[src/rtl/div_unit.sv]
// div_unit: iterative 32-bit RV32M divider (DIV/DIVU/REM/REMU).
// Restoring shift-subtract, one quotient bit per cycle, MSB first.
// Compile option: DIV_EARLY_OUT_EN. When defined, divide-by-zero and
// signed overflow skip CALC and report in the cycle after acceptance.
module div_unit (
  input  logic        clk,
  input  logic        rst,
  input  logic        start,
  input  logic [1:0]  op,
  input  logic [31:0] dividend,
  input  logic [31:0] divisor,
  input  logic        kill,
  output logic        busy,
  output logic        done,
  output logic [31:0] result
);

  typedef enum logic [1:0] {IDLE, CALC, DONE} state_t;

  state_t      state, state_nxt;
  logic [4:0]  cnt;
  logic [31:0] rem_q;     // partial remainder (magnitude)
  logic [31:0] quo_q;     // dividend bits shift out as quotient bits shift in
  logic [31:0] dvs_q;     // divisor magnitude
  logic        is_rem_q, qsign_q, rsign_q;

  // op[0] = unsigned, op[1] = remainder
  logic        signed_op, accept;
  logic [31:0] abs_a, abs_b;
  assign signed_op = ~op[0];
  assign accept    = (state == IDLE) && start && !kill;
  assign abs_a     = (signed_op && dividend[31]) ? -dividend : dividend;
  assign abs_b     = (signed_op && divisor[31])  ? -divisor  : divisor;

`ifdef DIV_EARLY_OUT_EN
  logic div_zero, sovf, early;
  assign div_zero = (divisor == 32'h0);
  assign sovf     = signed_op && (dividend == 32'h8000_0000) && (divisor == 32'hFFFF_FFFF);
  assign early    = div_zero || sovf;
`endif

  // One restoring step: 33-bit working remainder, keep it if the trial
  // subtraction does not go negative.
  logic [32:0] r_sh, diff;
  logic        ge;
  assign r_sh = {rem_q, quo_q[31]};
  assign diff = r_sh - {1'b0, dvs_q};
  assign ge   = ~diff[32];

  // State register
  always_ff @(posedge clk or posedge rst) begin
    if (rst) state <= IDLE;
    else     state <= state_nxt;
  end

  // Next-state logic; kill overrides every transition
  always_comb begin
    state_nxt = state;
    case (state)
      IDLE: if (start) begin
`ifdef DIV_EARLY_OUT_EN
        state_nxt = early ? DONE : CALC;
`else
        state_nxt = CALC;
`endif
      end
      CALC: if (cnt == 5'd31) state_nxt = DONE;
      DONE: state_nxt = IDLE;
      default: state_nxt = IDLE;
    endcase
    if (kill) state_nxt = IDLE;
  end

  // Operand capture on accept, one divide step per CALC cycle
  always_ff @(posedge clk or posedge rst) begin
    if (rst) begin
      cnt      <= '0;
      rem_q    <= '0;
      quo_q    <= '0;
      dvs_q    <= '0;
      is_rem_q <= 1'b0;
      qsign_q  <= 1'b0;
      rsign_q  <= 1'b0;
    end else if (accept) begin
      cnt      <= '0;
      is_rem_q <= op[1];
      // A zero divisor must give all-ones quotient regardless of sign.
      qsign_q  <= signed_op && (dividend[31] ^ divisor[31]) && (divisor != 32'h0);
      rsign_q  <= signed_op && dividend[31];
      rem_q    <= '0;
      quo_q    <= abs_a;
      dvs_q    <= abs_b;
`ifdef DIV_EARLY_OUT_EN
      if (div_zero) begin
        quo_q <= 32'hFFFF_FFFF;
        rem_q <= abs_a;
      end else if (sovf) begin
        quo_q   <= 32'h8000_0000;
        qsign_q <= 1'b0;
      end
`endif
    end else if (state == CALC) begin
      cnt   <= cnt + 5'd1;
      rem_q <= ge ? diff[31:0] : r_sh[31:0];
      quo_q <= {quo_q[30:0], ge};
    end
  end

  // Outputs: result is forced to zero outside the done cycle
  always_comb begin
    busy   = (state != IDLE);
    done   = (state == DONE);
    result = '0;
    if (done) begin
      if (is_rem_q) result = rsign_q ? -rem_q : rem_q;
      else          result = qsign_q ? -quo_q : quo_q;
    end
  end

endmodule
[config.mk]
export PLATFORM = sky130hd
export DESIGN_NAME = div_unit
export DESIGN_NICKNAME = d
export VERILOG_FILES = /design/src/rtl/div_unit.sv
export SDC_FILE = /design/constraint.sdc
export NUM_CORES = 1
export LEC_CHECK = 0
export BUFFER_PORTS_ARGS = -buffer_cell sky130_fd_sc_hd__buf_2
export CORE_MARGIN = 2
export CORE_UTILIZATION = 55
export CTS_BUF_LIST = sky130_fd_sc_hd__clkbuf_8
export DETAILED_ROUTE_END_ITERATION = 12
export GPL_TIMING_DRIVEN = 0
export PLACE_DENSITY = 0.76
export SYNTH_ARGS = -nofsm -noshare
export SYNTH_HDL_FRONTEND = slang
export SYNTH_SLANG_ARGS = --single-unit
[constraint.sdc]
create_clock -name clk -period 5.5 [get_ports clk]
set_clock_uncertainty 0.05 [all_clocks]
set_input_delay 0.275 -clock clk [delete_from_list [all_inputs] [get_ports clk]]
set_output_delay 0.275 -clock clk [all_outputs]
set_load 0.02 [all_outputs]
; Word level (Yosys, flattened, before mapping)
; Index checks and enable logic that the tools add are counted.
[word_totals]
in_bits = 70
word_cells = 51
regBits = 106
out_inout_bits = 34
[op_classes]
n_eq_ne = 5
muxes = 17
reduce_logical = 12
bitwise = 3
add_sub_neg = 6
[ops]
columns = cell, count
row1 = 32-bit 2-to-1 mux, 11
row2 = 32-bit negator, 4
row3 = 33-bit by 32-bit subtractor with 33-bit output, 1
row4 = 32-bit nonzero test, 1
row5 = 5-bit 2-to-1 mux, 2
row6 = 1-bit logical AND, 6
row7 = 2-bit 2-to-1 mux, 3
row8 = 3-bit != test (second input constant), 2
row9 = 5-bit by 1-bit adder with 5-bit output (second input constant), 1
row10 = 5-bit == test (second input constant), 1
row11 = 2-bit one-hot mux with 2 select lines, 1
row12 = 2-bit nonzero test, 2
row13 = 2-bit by 1-bit == test with 1-bit output (second input constant), 1
row14 = 2-bit == test (second input constant), 1
row15 = 2-bit zero test, 1
row16 = 1-bit NOT, 2
row17 = 2-bit AND reduction, 1
row18 = 1-bit zero test, 1
row19 = 1-bit XOR, 1

; Depth between registers and ports, before layout
; Gate-level depths: netlist (run 1).
[logic_depth]
word_depth = 4
depth_mapped = 13
ltp_nobuf = 11

; Least setup slack after synthesis (run 1)
; OpenSTA, ideal clock, no wires.
[synth_path]
path_kind = flip-flop to output port
from = reg rem_q[10]
to = out result[29]
arrival_time_ps = 2788
n_path_buf = 0
required_ps = 5175
slack_ps = 2387
path_stages_with_launch = 9
path_cell_list = dfrtp_1 or4_4 nor4_4 nand4b_1 or4_1 nand2b_4 o31ai_4 xor2_1 a211oi_1
[synth_between]
elab_chain_cells = 4
[synth_rtl]
columns = item, line_no
row1 = from (decl), 22  ; logic [31:0] rem_q;
row2 = from (signal assigned), 104  ; rem_q <= ge ? diff[31:0] : r_sh[31:0];
row3 = 32-bit negator, 115  ; if (is_rem_q) result = rsign_q ? -rem_q : rem_q;
row4 = 32-bit 2-to-1 mux (2 in a row), 115
row5 = 32-bit 2-to-1 mux, 114  ; if (done) begin
row6 = to (decl), 15  ; output logic [31:0] result
; No other way between the ends.

; Final worst setup path (run 1)
[layout_path]
from = reg rem_q[5]
to = out result[31]
; Same word-level chain as after synthesis.

==> results of run 1 <==
stage by stage:
stage | cell area, µm² | setup slack (ns)
after floorplan | 9320 | 2.39
after global placement | 10100 | 1.07
after detailed placement | 10100 | 1.83
after CTS | 10300 | 1.43
after global routing | 10300 | 1.30
final | 10300 | 1.35
path summary, 6_finish.rpt:
check / end / cells after the start
min in group clk: state[1] / 2
max reg2reg: rem_q[29] / 13
min: rem_q[3] / 2
max: result[31] / 9
max in group asynchronous: qsign_q / 3
min reg2reg: dvs_q[4] / 2
power by group:
group,internal [W],switching (W)
clock network,0.000210,0.000309
logic,0.00120,0.00161
registers,0.00101,0.000365
final cells by class:
cell class / instances / area [µm²] / area share [%]
multi-input combinational: 936 / 6180 / 59.8
buffer: 70 / 279 / 2.70
clock inverter: 7 / 68.8 / 0.667
sequential: 106 / 2650 / 25.7
clock buffer: 9 / 124 / 1.20
tap: 220 / 275 / 2.67
inverter: 56 / 213 / 2.06
timing repair buffer: 104 / 536 / 5.19
cell usage after synthesis (3+ instances only):
cell type,number
a211oi_1,29
a21o_1,10
a21oi_1,66
a22o_1,3
a22oi_1,32
a31oi_1,8
and2_1,6
and3_1,6
buf_1,3
buf_2,4
buf_4,3
clkbuf_1,60
dfrtp_1,106
ha_1,38
inv_1,56
mux2i_1,21
nand2_1,106
nand2b_1,23
nand3_1,43
nand3b_1,9
nand4_1,6
nand4b_1,3
nor2_1,79
nor2b_1,4
nor3_1,19
nor3b_1,3
nor4_1,8
o211ai_1,20
o21a_1,4
o21ai_0,132
o21ai_1,5
o311ai_0,3
o31ai_1,27
o41ai_1,12
or2_2,5
or3_1,17
or4_1,9
xnor2_1,82
xor2_1,62
logic make-up after synthesis:
group / count (synthesis) / synth area share [%]
AO/OA/AOI/OAI: 369 / 25.1
AND/OR/NAND/NOR: 361 / 19.8
XOR/XNOR: 144 / 13.5
buffers and inverters: 126 / 5.25
flip-flops: 106 / 28.5
adder cells (fa/ha/maj): 39 / 5.32
multiplexers: 23 / 2.50
cell usage in the layout (no fill, tap or decap), types with 4 or more instances in the layout:
| cell type | count |
|---|---|
| o21ai_0 | 132 |
| buf_2 | 107 |
| nand2_1 | 106 |
| dfrtp_1 | 106 |
| xnor2_1 | 82 |
| nor2_1 | 79 |
| a21oi_1 | 66 |
| xor2_1 | 62 |
| clkbuf_1 | 60 |
| inv_1 | 55 |
| nand3_1 | 43 |
| ha_1 | 38 |
| a22oi_1 | 32 |
| a211oi_1 | 29 |
| o31ai_1 | 27 |
| nand2b_1 | 23 |
| mux2i_1 | 21 |
| o211ai_1 | 20 |
| nor3_1 | 19 |
| or3_1 | 17 |
| o41ai_1 | 12 |
| a21o_1 | 10 |
| nand3b_1 | 9 |
| or4_1 | 9 |
| clkbuf_8 | 9 |
| a31oi_1 | 8 |
| nor4_1 | 8 |
| and3_1 | 6 |
| and2_1 | 6 |
| nand4_1 | 6 |
| or2_2 | 5 |
| o21ai_1 | 5 |
| o21a_1 | 4 |
| nor2b_1 | 4 |
metal layers:
layer	routed length [µm]	vias up	global-route usage, %	part of all wire (%)
met5	0	-	0	0
met4	298	0	6.73	1.1
met3	1690	25	4.91	6.2
met2	12900	296	50.9	47
met1	12500	4460	42.6	46
li1	-	4436	-	-
state kept, by name (all words and copies together) (netlist names):
signal	flops
dvs_q	32
quo_q	32
rem_q	32
cnt	5
state	2
is_rem_q	1
qsign_q	1
rsign_q	1
critical path: stages, from the launching register on:
cell	delay, ns
dfrtp_1	0.47
or3_1	0.50
nor4_1	0.59
nand4b_1	0.24
or4_1	0.48
nand2b_4	0.19
o31ai_4	0.19
xor2_1	0.13
a211oi_1	0.39
buf_2	0.24
==> flow_summary.json, run 1 <==
{
  "drv_slew": 0,
  "holdWs_ns": -0.00766,
  "layout-area-overhead-vs-synth_pct": 10.8,
  "antennaDiodeCount": 0,
  "firstDrtPassIters": 6,
  "synthTopCellsByArea": "dfrtp_1 28%, xnor2_1 7.7%, o21ai_0 7.1%, xor2_1 5.8%, ha_1 5.1%",
  "cts_sinks": 106,
  "synth_area_mm2": 0.00932,
  "die_h_um": 134,
  "fp.dieW_um": 134,
  "place_inst": 1492,
  "tritoncts": "done",
  "cp_max_fo": 6,
  "cts_buffers": 9,
  "final_util_pct": 62.3,
  "timing.final.crit_period_ns": 4.15,
  "grt_start_max_net_pins": 65,
  "cts-root-buf": "clkbuf_8",
  "synth_cell_types": 68,
  "wl_per_cell_um": 18.1,
  "yosysTopAreaCellShare_pct": 28.5,
  "status": "complete, but fails checks",
  "synth_edf_count": 0,
  "fin_cells": 1508,
  "tightest_slew_ns": 1.06,
  "vias": 9217,
  "violations": "negative hold slack",
  "core_mm2": 0.0166,
  "hold_viol": 15,
  "gp_congestion": 0.966,
  "synth.avg_cell_area_um2": 7.98,
  "num-nets-final": 1392,
  "holdBufCountCts": 0,
  "synthCells": 1168,
  "r2r_start": "quo_q[31]",
  "end_kind": "output pin",
  "power_w": 0.00471,
  "dp_hpwl_um": 21400,
  "synth_ff_type": "dfrtp_1",
  "grt_pass1_vias": 8690,
  "drtAntennaViolNets": 0,
  "setup_violations": 0,
  "io_buffers": 103,
  "postCtsSetupRepairBufs": 0,
  "critPathArrivalTime_ns": 3.83,
  "io_pins": 104,
  "critPathLaunch": "rem_q[5]",
  "cts_buffer_depth": 2,
  "synth_top_area_cell": "dfrtp_1",
  "drive_gt1_share_pct": 12.0,
  "min_path_type": "primary input to async pin",
  "slew_headroom_pct": 28.3,
  "overflow": 0,
  "syn-num-nets": 1277,
  "p_per_area_mw_per_mm2": 456,
  "initial_utilization_pct": 56.2,
  "grt_pass1_wl_um": 44000,
  "finalCritPeriodShare_pct": 75.5,
  "cap_violations": 0,
  "crit_type": "register to output pin",
  "rsz0062_at_grt": "false",
  "synth-seq-cells": 106,
  "yosysSeqAreaShare_pct": 28.5,
  "cp-start-kind": "register",
  "critPathRequiredTime_ns": 5.18,
  "track_usage_pct": 30.7,
  "yosys_warnings": 0,
  "clk_pin_slew_ns": 0.11,
  "synth_async_sr_flop_share_pct": 100,
  "antenna_found_initial": 0,
  "drtIter0Drc": 782,
  "fin_tns_setup_ns": 0,
  "drc": 0,
  "cts_max_level": 3,
  "ctsResizeCount": 0,
  "max-vdd-ir-drop_v": 0.000245,
  "post_drt_via_cell_ratio": 6.11,
  "fp.dieArea_mm2": 0.0180,
  "p_leak_nw": 4.42,
  "fillers": 1495,
  "clock.fmax_ghz": 0.241,
  "ff2ff_setup_slack_ns": 1.71,
  "routed_wl_um": 27300,
  "rows": 47,
  "clock_latency_ns": 0.40
}
(Power assumes the default switching activity.)
==> run 2: changes to the inputs <==
==> constraint.sdc (replaced) <==
create_clock -name clk -period 4.3 [get_ports clk]
set_clock_uncertainty 0.05 [all_clocks]
set_input_delay 0.215 -clock clk [delete_from_list [all_inputs] [get_ports clk]]
set_output_delay 0.215 -clock clk [all_outputs]
set_load 0.02 [all_outputs]
==> run 2 against run 1 <==
Net effect:
- the run now ends clean
- critical path depth stayed put
- via count is 0.76% higher
- cell area is 0.29% higher
- critical endpoint unchanged
- count of clock-buffer cells in the layout stayed put
- core utilization is 0.18 points higher
==> flow_summary.json, run 2 (same netlist as run 1, synthesis figures left out) <==
{
  "clock_latency_ns": 0.40,
  "routed_wl_um": 27300,
  "mostFrequentLayoutCells": "132 x o21ai_0, 107 x buf_2, 106 x nand2_1, 106 x dfrtp_1, 82 x xnor2_1",
  "slowest_delay_ns": 0.59,
  "rsz0062_at_grt": "false",
  "grt_pass1_wl_um": 44100,
  "critPathRequiredTime_ns": 4.03,
  "p_leak_nw": 4.43,
  "grt_start_max_net_pins": 65,
  "tightest_slew_ns": 1.04,
  "track_usage_pct": 30.8,
  "drc": 0,
  "num-nets-final": 1395,
  "cp_max_fo": 6,
  "cts-root-buf": "clkbuf_8",
  "crit_type": "register to output pin",
  "clock.fmax_ghz": 0.244,
  "slew_headroom_pct": 29.4,
  "post_drt_via_cell_ratio": 6.15,
  "fillers": 1491,
  "fin_area_mm2": 0.0104,
  "setup_violations": 0,
  "initial_utilization_pct": 56.2,
  "rr_worst_depth": 13,
  "cts_sinks": 106,
  "drtIter0Drc": 807,
  "largest_registers": "dvs_q (32), quo_q (32), rem_q (32)",
  "cap_violations": 0,
  "antenna_found_initial": 0,
  "ff2ff_setup_slack_ns": 0.51,
  "r2r_end": "rem_q[29]",
  "cp_cell_sequence": "or3_1 > nor4_1 > nand4b_1 > or4_1 > nand2b_4 > o31ai_4 > xor2_1 > a211oi_1 > buf_2",
  "max-vdd-ir-drop_v": 0.000308,
  "critPathArrivalTime_ns": 3.84,
  "ctsResizeCount": 0,
  "io_buffers": 103,
  "crit_path_top_delay_cell": "nor4_1",
  "postCtsSetupRepairBufs": 0,
  "cp_num_buf_inv": 1,
  "drive_gt1_share_pct": 12.0,
  "dp_hpwl_um": 21400,
  "layout-area-overhead-vs-synth_pct": 11.1,
  "hold_viol": 0,
  "cp-start-kind": "register",
  "drv_slew": 0,
  "crit_cells": 9,
  "min-delay-start": "divisor[31]",
  "place_area_mm2": 0.0101,
  "power_w": 0.00602,
  "cts_buffer_depth": 2,
  "cts_max_level": 3,
  "finalCritPeriodShare_pct": 95.4,
  "min_path_type": "primary input to register",
  "rows": 47,
  "gp_congestion": 0.966,
  "clk_pin_slew_ns": 0.11,
  "fp.dieArea_mm2": 0.0180,
  "critPathTopFamily": "simple AND/OR/NAND/NOR gates",
  "antennaDiodeCount": 0,
  "wl_per_cell_um": 18.1,
  "vias": 9287,
  "status": "completed",
  "core_mm2": 0.0166,
  "r2r_start": "quo_q[31]",
  "grt_pass1_vias": 8713,
  "drtAntennaViolNets": 0,
  "io_pins": 104,
  "overflow": 0,
  "firstDrtPassIters": 6,
  "fp.dieW_um": 134,
  "p_per_area_mw_per_mm2": 581,
  "hold_depth": 3,
  "tritoncts": "done",
  "end_kind": "output pin",
  "die_h_um": 134,
  "cts_buffers": 9,
  "min_to": "dvs_q[31]",
  "layout_commonest_cell": "o21ai_0",
  "timing.final.crit_period_ns": 4.10
}
## run 2: cell count changes in the layout (fill, tap and decap cells not counted)
cell | before | now
dlygate4sd3_1 | 0 | 3
## run 2: how the worst max path moves through the flow
| stage | slack [ns] | endpoint | startpoint |
|---|---|---|---|
| after floorplan | 1.25 | cnt[0] | rst |
| after global placement | -0.07 | quo_q[28] | rst |
| after detailed placement | 0.63 | rem_q[26] | quo_q[31] |
| after CTS | 0.29 | result[31] | rem_q[5] |
| after global routing | 0.16 | result[31] | rem_q[5] |
| final | 0.20 | result[31] | rem_q[5] |
## run 2: through the flow
stage               hold WS, ns  std cells  util, %  setup slack (ns)  TNS (ns)
finish                   0.0195       1511     62.4             0.200         0
floorplan                 0.235       1168        -              1.25         0
global route             0.0304       1511     62.4             0.162         0
global placement          0.378       1491     61.0           -0.0734     -6.94
CTS                     0.00423       1511     62.4             0.293         0
detailed placement        0.383       1492     61.1             0.634         0
## run 2: metal layers
| metal | GRT usage (%) | up-vias | share of wire [%] | wire length (µm) |
|---|---|---|---|---|
| met5 | 0 | - | 0 | 0 |
| met1 | 42.6 | 4497 | 45 | 12400 |
| met3 | 4.91 | 27 | 6.5 | 1780 |
| met4 | 6.73 | 0 | 1.1 | 308 |
| li1 | - | 4447 | - | - |
| met2 | 51.0 | 316 | 47 | 12900 |
## run 2: worst min-delay path, stage by stage
cell and delay, ns:
buf_2 0.11, nand2_1 0.06, o22ai_1 0.05
## run 2: what timing repair did
item,CTS,global route
endpoints found under the setup margin,0,0
hold buffers,3,0
hold endpoints to repair,66,0
## run 2: power by group
group / internal (W) / leakage, nW / switching (W)
sequential: 0.00129 / 1.34 / 0.000466
clock: 0.000269 / 0.0954 / 0.000396
combinational: 0.00154 / 3.00 / 0.00206
total: 0.00310 / 4.43 / 0.00292
## run 2: final cells by class
type                    count  area [µm²]  share of cell area, %
inverters                  56         213                   2.05
clock inverters             7        68.8                  0.665
well taps                 220         275                   2.66
repair buffers            107         566                   5.46
flip-flops and latches    106        2650                   25.6
multi-input cells         936        6180                   59.6
clock buffers               9         124                   1.20
plain buffers              70         279                   2.69
==> run 3: changes to the inputs <==
--- a/config.mk
+++ b/config.mk
@@ -5,13 +5,14 @@
 export SDC_FILE = /design/constraint.sdc
 export NUM_CORES = 1
 export LEC_CHECK = 0
+export ABC_AREA = 1
 export BUFFER_PORTS_ARGS = -buffer_cell sky130_fd_sc_hd__buf_2
 export CORE_MARGIN = 2
 export CORE_UTILIZATION = 55
 export CTS_BUF_LIST = sky130_fd_sc_hd__clkbuf_8
 export DETAILED_ROUTE_END_ITERATION = 12
 export GPL_TIMING_DRIVEN = 0
-export PLACE_DENSITY = 0.76
+export PLACE_DENSITY = 0.75
 export SYNTH_ARGS = -nofsm -noshare
 export SYNTH_HDL_FRONTEND = slang
 export SYNTH_SLANG_ARGS = --single-unit
==> constraint.sdc (replaced) <==
create_clock -name clk -period 4.1 [get_ports clk]
set_clock_uncertainty 0.05 [all_clocks]
set_input_delay 0.205 -clock clk [delete_from_list [all_inputs] [get_ports clk]]
set_output_delay 0.205 -clock clk [all_outputs]
set_load 0.02 [all_outputs]
==> run 3 against run 2 <==
Net effect:
- global-route usage is 6.3 points higher
- largest cell class unchanged
- core utilization shrank 1.2 points
- routed wire length grew 47%
- total power rose by 32%
- sequential cell count is the same
- via count increased by 42%
- first-iteration DRC count is 46% higher
- count of clock-buffer cells in the layout rose by 1
- combinational power grew 52%
- die area up 20%
==> flow_summary.json, run 3 <==
{
  "fp.dieArea_mm2": 0.0216,
  "cp_cell_sequence": "inv_1 > ha_1 > inv_1 > nor3_1 > nand3_1 > o21ai_2 > nand2_1 > o21ai_0 > o21ai_0 > nor2_1 > buf_2",
  "rows": 52,
  "cts_buffer_depth": 2,
  "synth.most_common_cell": "nand2_1",
  "num-nets-final": 2179,
  "grt_start_max_net_pins": 68,
  "clk_pin_slew_ns": 0.11,
  "drive_gt1_share_pct": 7.95,
  "io_buffers": 103,
  "rsz0062_at_grt": "false",
  "dpl_worst_slack_ns": 1.36,
  "ctsResizeCount": 0,
  "cap_violations": 0,
  "synth_edf_count": 0,
  "end_kind": "output pin",
  "crit_type": "register to output pin",
  "grt_pass1_wl_um": 63100,
  "yosysSeqAreaShare_pct": 23.6,
  "tightest_slew_ns": 0.743,
  "drc": 0,
  "layout-area-overhead-vs-synth_pct": 9.74,
  "cts_sinks": 106,
  "power_w": 0.00797,
  "drtAntennaViolNets": 0,
  "critPathArrivalTime_ns": 3.08,
  "clock_latency_ns": 0.40,
  "synth.avg_cell_area_um2": 5.76,
  "initial_utilization_pct": 55.8,
  "clock.fmax_ghz": 0.300,
  "mostFrequentLayoutCells": "579 x nand2_1, 302 x inv_1, 226 x nor2_1",
  "cts_buffers": 9,
  "slowest_delay_ns": 0.42,
  "synthTopCellsByArea": "dfrtp_1 24%, nand2_1 19%, inv_1 10%, nand3_1 9.8%, nor2_1 7.5%",
  "synth_top_area_cell": "dfrtp_1",
  "p_leak_nw": 6.55,
  "crit_path_top_delay_cell": "dfrtp_1",
  "antennaDiodeCount": 0,
  "firstDrtPassIters": 6,
  "core_mm2": 0.0202,
  "timing.final.crit_period_ns": 3.33,
  "postCtsSetupRepairBufs": 0,
  "finalCritPeriodShare_pct": 81.3,
  "routed_wl_um": 40100,
  "syn-num-nets": 2062,
  "wl_per_cell_um": 17.1,
  "min-delay-start": "op[1]",
  "tritoncts": "done",
  "setup_slack_ns": 0.768,
  "die_h_um": 147,
  "synth_cell_types": 42,
  "cp_num_buf_inv": 3,
  "track_usage_pct": 37.1,
  "synth_ff_type": "dfrtp_1",
  "status": "completed",
  "overflow": 0,
  "drtIter0Drc": 1176,
  "post_drt_via_cell_ratio": 5.62,
  "dp_hpwl_um": 33100,
  "setup_violations": 0,
  "holdBufCountCts": 2,
  "fp.dieW_um": 147,
  "synth-seq-cells": 106,
  "max-vdd-ir-drop_v": 0.000276,
  "cp-start-kind": "register",
  "highest_layer": "met4",
  "cts_max_level": 3,
  "yosys_warnings": 0,
  "met2_wirelength_um": 17400,
  "r2r_start": "quo_q[31]",
  "io_pins": 104,
  "drv_slew": 0,
  "synth_async_sr_flop_share_pct": 100,
  "grt_pass1_vias": 12000,
  "cts-root-buf": "clkbuf_8",
  "final_util_pct": 61.2,
  "antenna_found_initial": 0,
  "critPathTopFamily": "simple AND/OR/NAND/NOR gates",
  "critPathRequiredTime_ns": 3.85,
  "wl_met3_um": 3010,
  "largest_registers": "dvs_q (32), quo_q (32), rem_q (32)",
  "vias": 13200,
  "cp_max_fo": 6,
  "gp_congestion": 1.01,
  "min_path_type": "primary input to register",
  "critPathLaunch": "rem_q[0]",
  "met1_length_um": 18000,
  "synthCells": 1953,
  "fin_tns_setup_ns": 0,
  "hold_viol": 0,
  "p_per_area_mw_per_mm2": 645,
  "layout_commonest_cell": "nand2_1",
  "synth_common_cells": "579 x nand2_1, 303 x inv_1, 226 x nor2_1",
  "yosysTopAreaCellShare_pct": 23.6,
  "synth_area_mm2": 0.0113,
  "slew_headroom_pct": 50.5
}
-- run 3: cell families after synthesis --
logic type | share of synthesized area, %
simple gates | 42.6
buf+inv | 12.6
fa+ha+maj | 4.40
xor+xnor | 3.43
compound gates | 13.4
flops | 23.6
-- run 3: routing by layer --
layer  GRT usage [%]  up-vias
met3            4.10       89
met1            52.4     5993
li1                -     6502
met5               0        -
met4            15.4        0
met2            58.1      603
-- run 3: final timing paths --
path,endpoint,slack (ns),cells past startpoint
worst max-delay path,result[18],0.77,11
worst min-delay path,is_rem_q,0.04,3
worst max register to register,rem_q[29],1.36,17
worst min register to register,cnt[3],0.44,1
max in group asynchronous,rem_q[24],2.95,4
min in group asynchronous,dvs_q[17],0.33,3
-- run 3: worst reg2reg max path, stage by stage, from the launching register on --
cell and delay [ns]:
dfrtp_1 0.34, inv_1 0.15, ha_1 0.28, fa_1 0.41, inv_1 0.10, nand3_1 0.08, nand2_2 0.14, nand2_2 0.06
nand2_2 0.10, nand2_2 0.06, nand2_2 0.09, nand2_4 0.08, nand2_4 0.09, nand2_2 0.12, nand3_1 0.24, nand2_1 0.12
nand2_1 0.08, nand2_1 0.05
-- run 3: power by group --
group | internal (W) | leakage, nW | switching [W]
combinational | 0.00175 | 5.13 | 0.00371
clock | 0.000252 | 0.0986 | 0.000410
sequential | 0.00138 | 1.32 | 0.000463
total | 0.00338 | 6.55 | 0.00459
-- run 3: through the flow --
step	hold slack, ns	area (µm²)	cells
detailed placement	0.240	12100	2327
CTS	0.0305	12300	2345
finish	0.0381	12300	2345
global placement	0.398	12100	2326
floorplan	0.255	11300	1953
global route	0.0381	12300	2345
-- run 3: layout make-up --
type	count	area, µm²
Inverter	313	1180
Timing Repair Buffer	106	563
Multi-Input combinational cell	1477	7190
Fill cell	2118	7820
Sequential cell	106	2650
Clock buffer	10	138
Clock inverter	6	55.1
Tap cell	270	338
Buffer	57	238
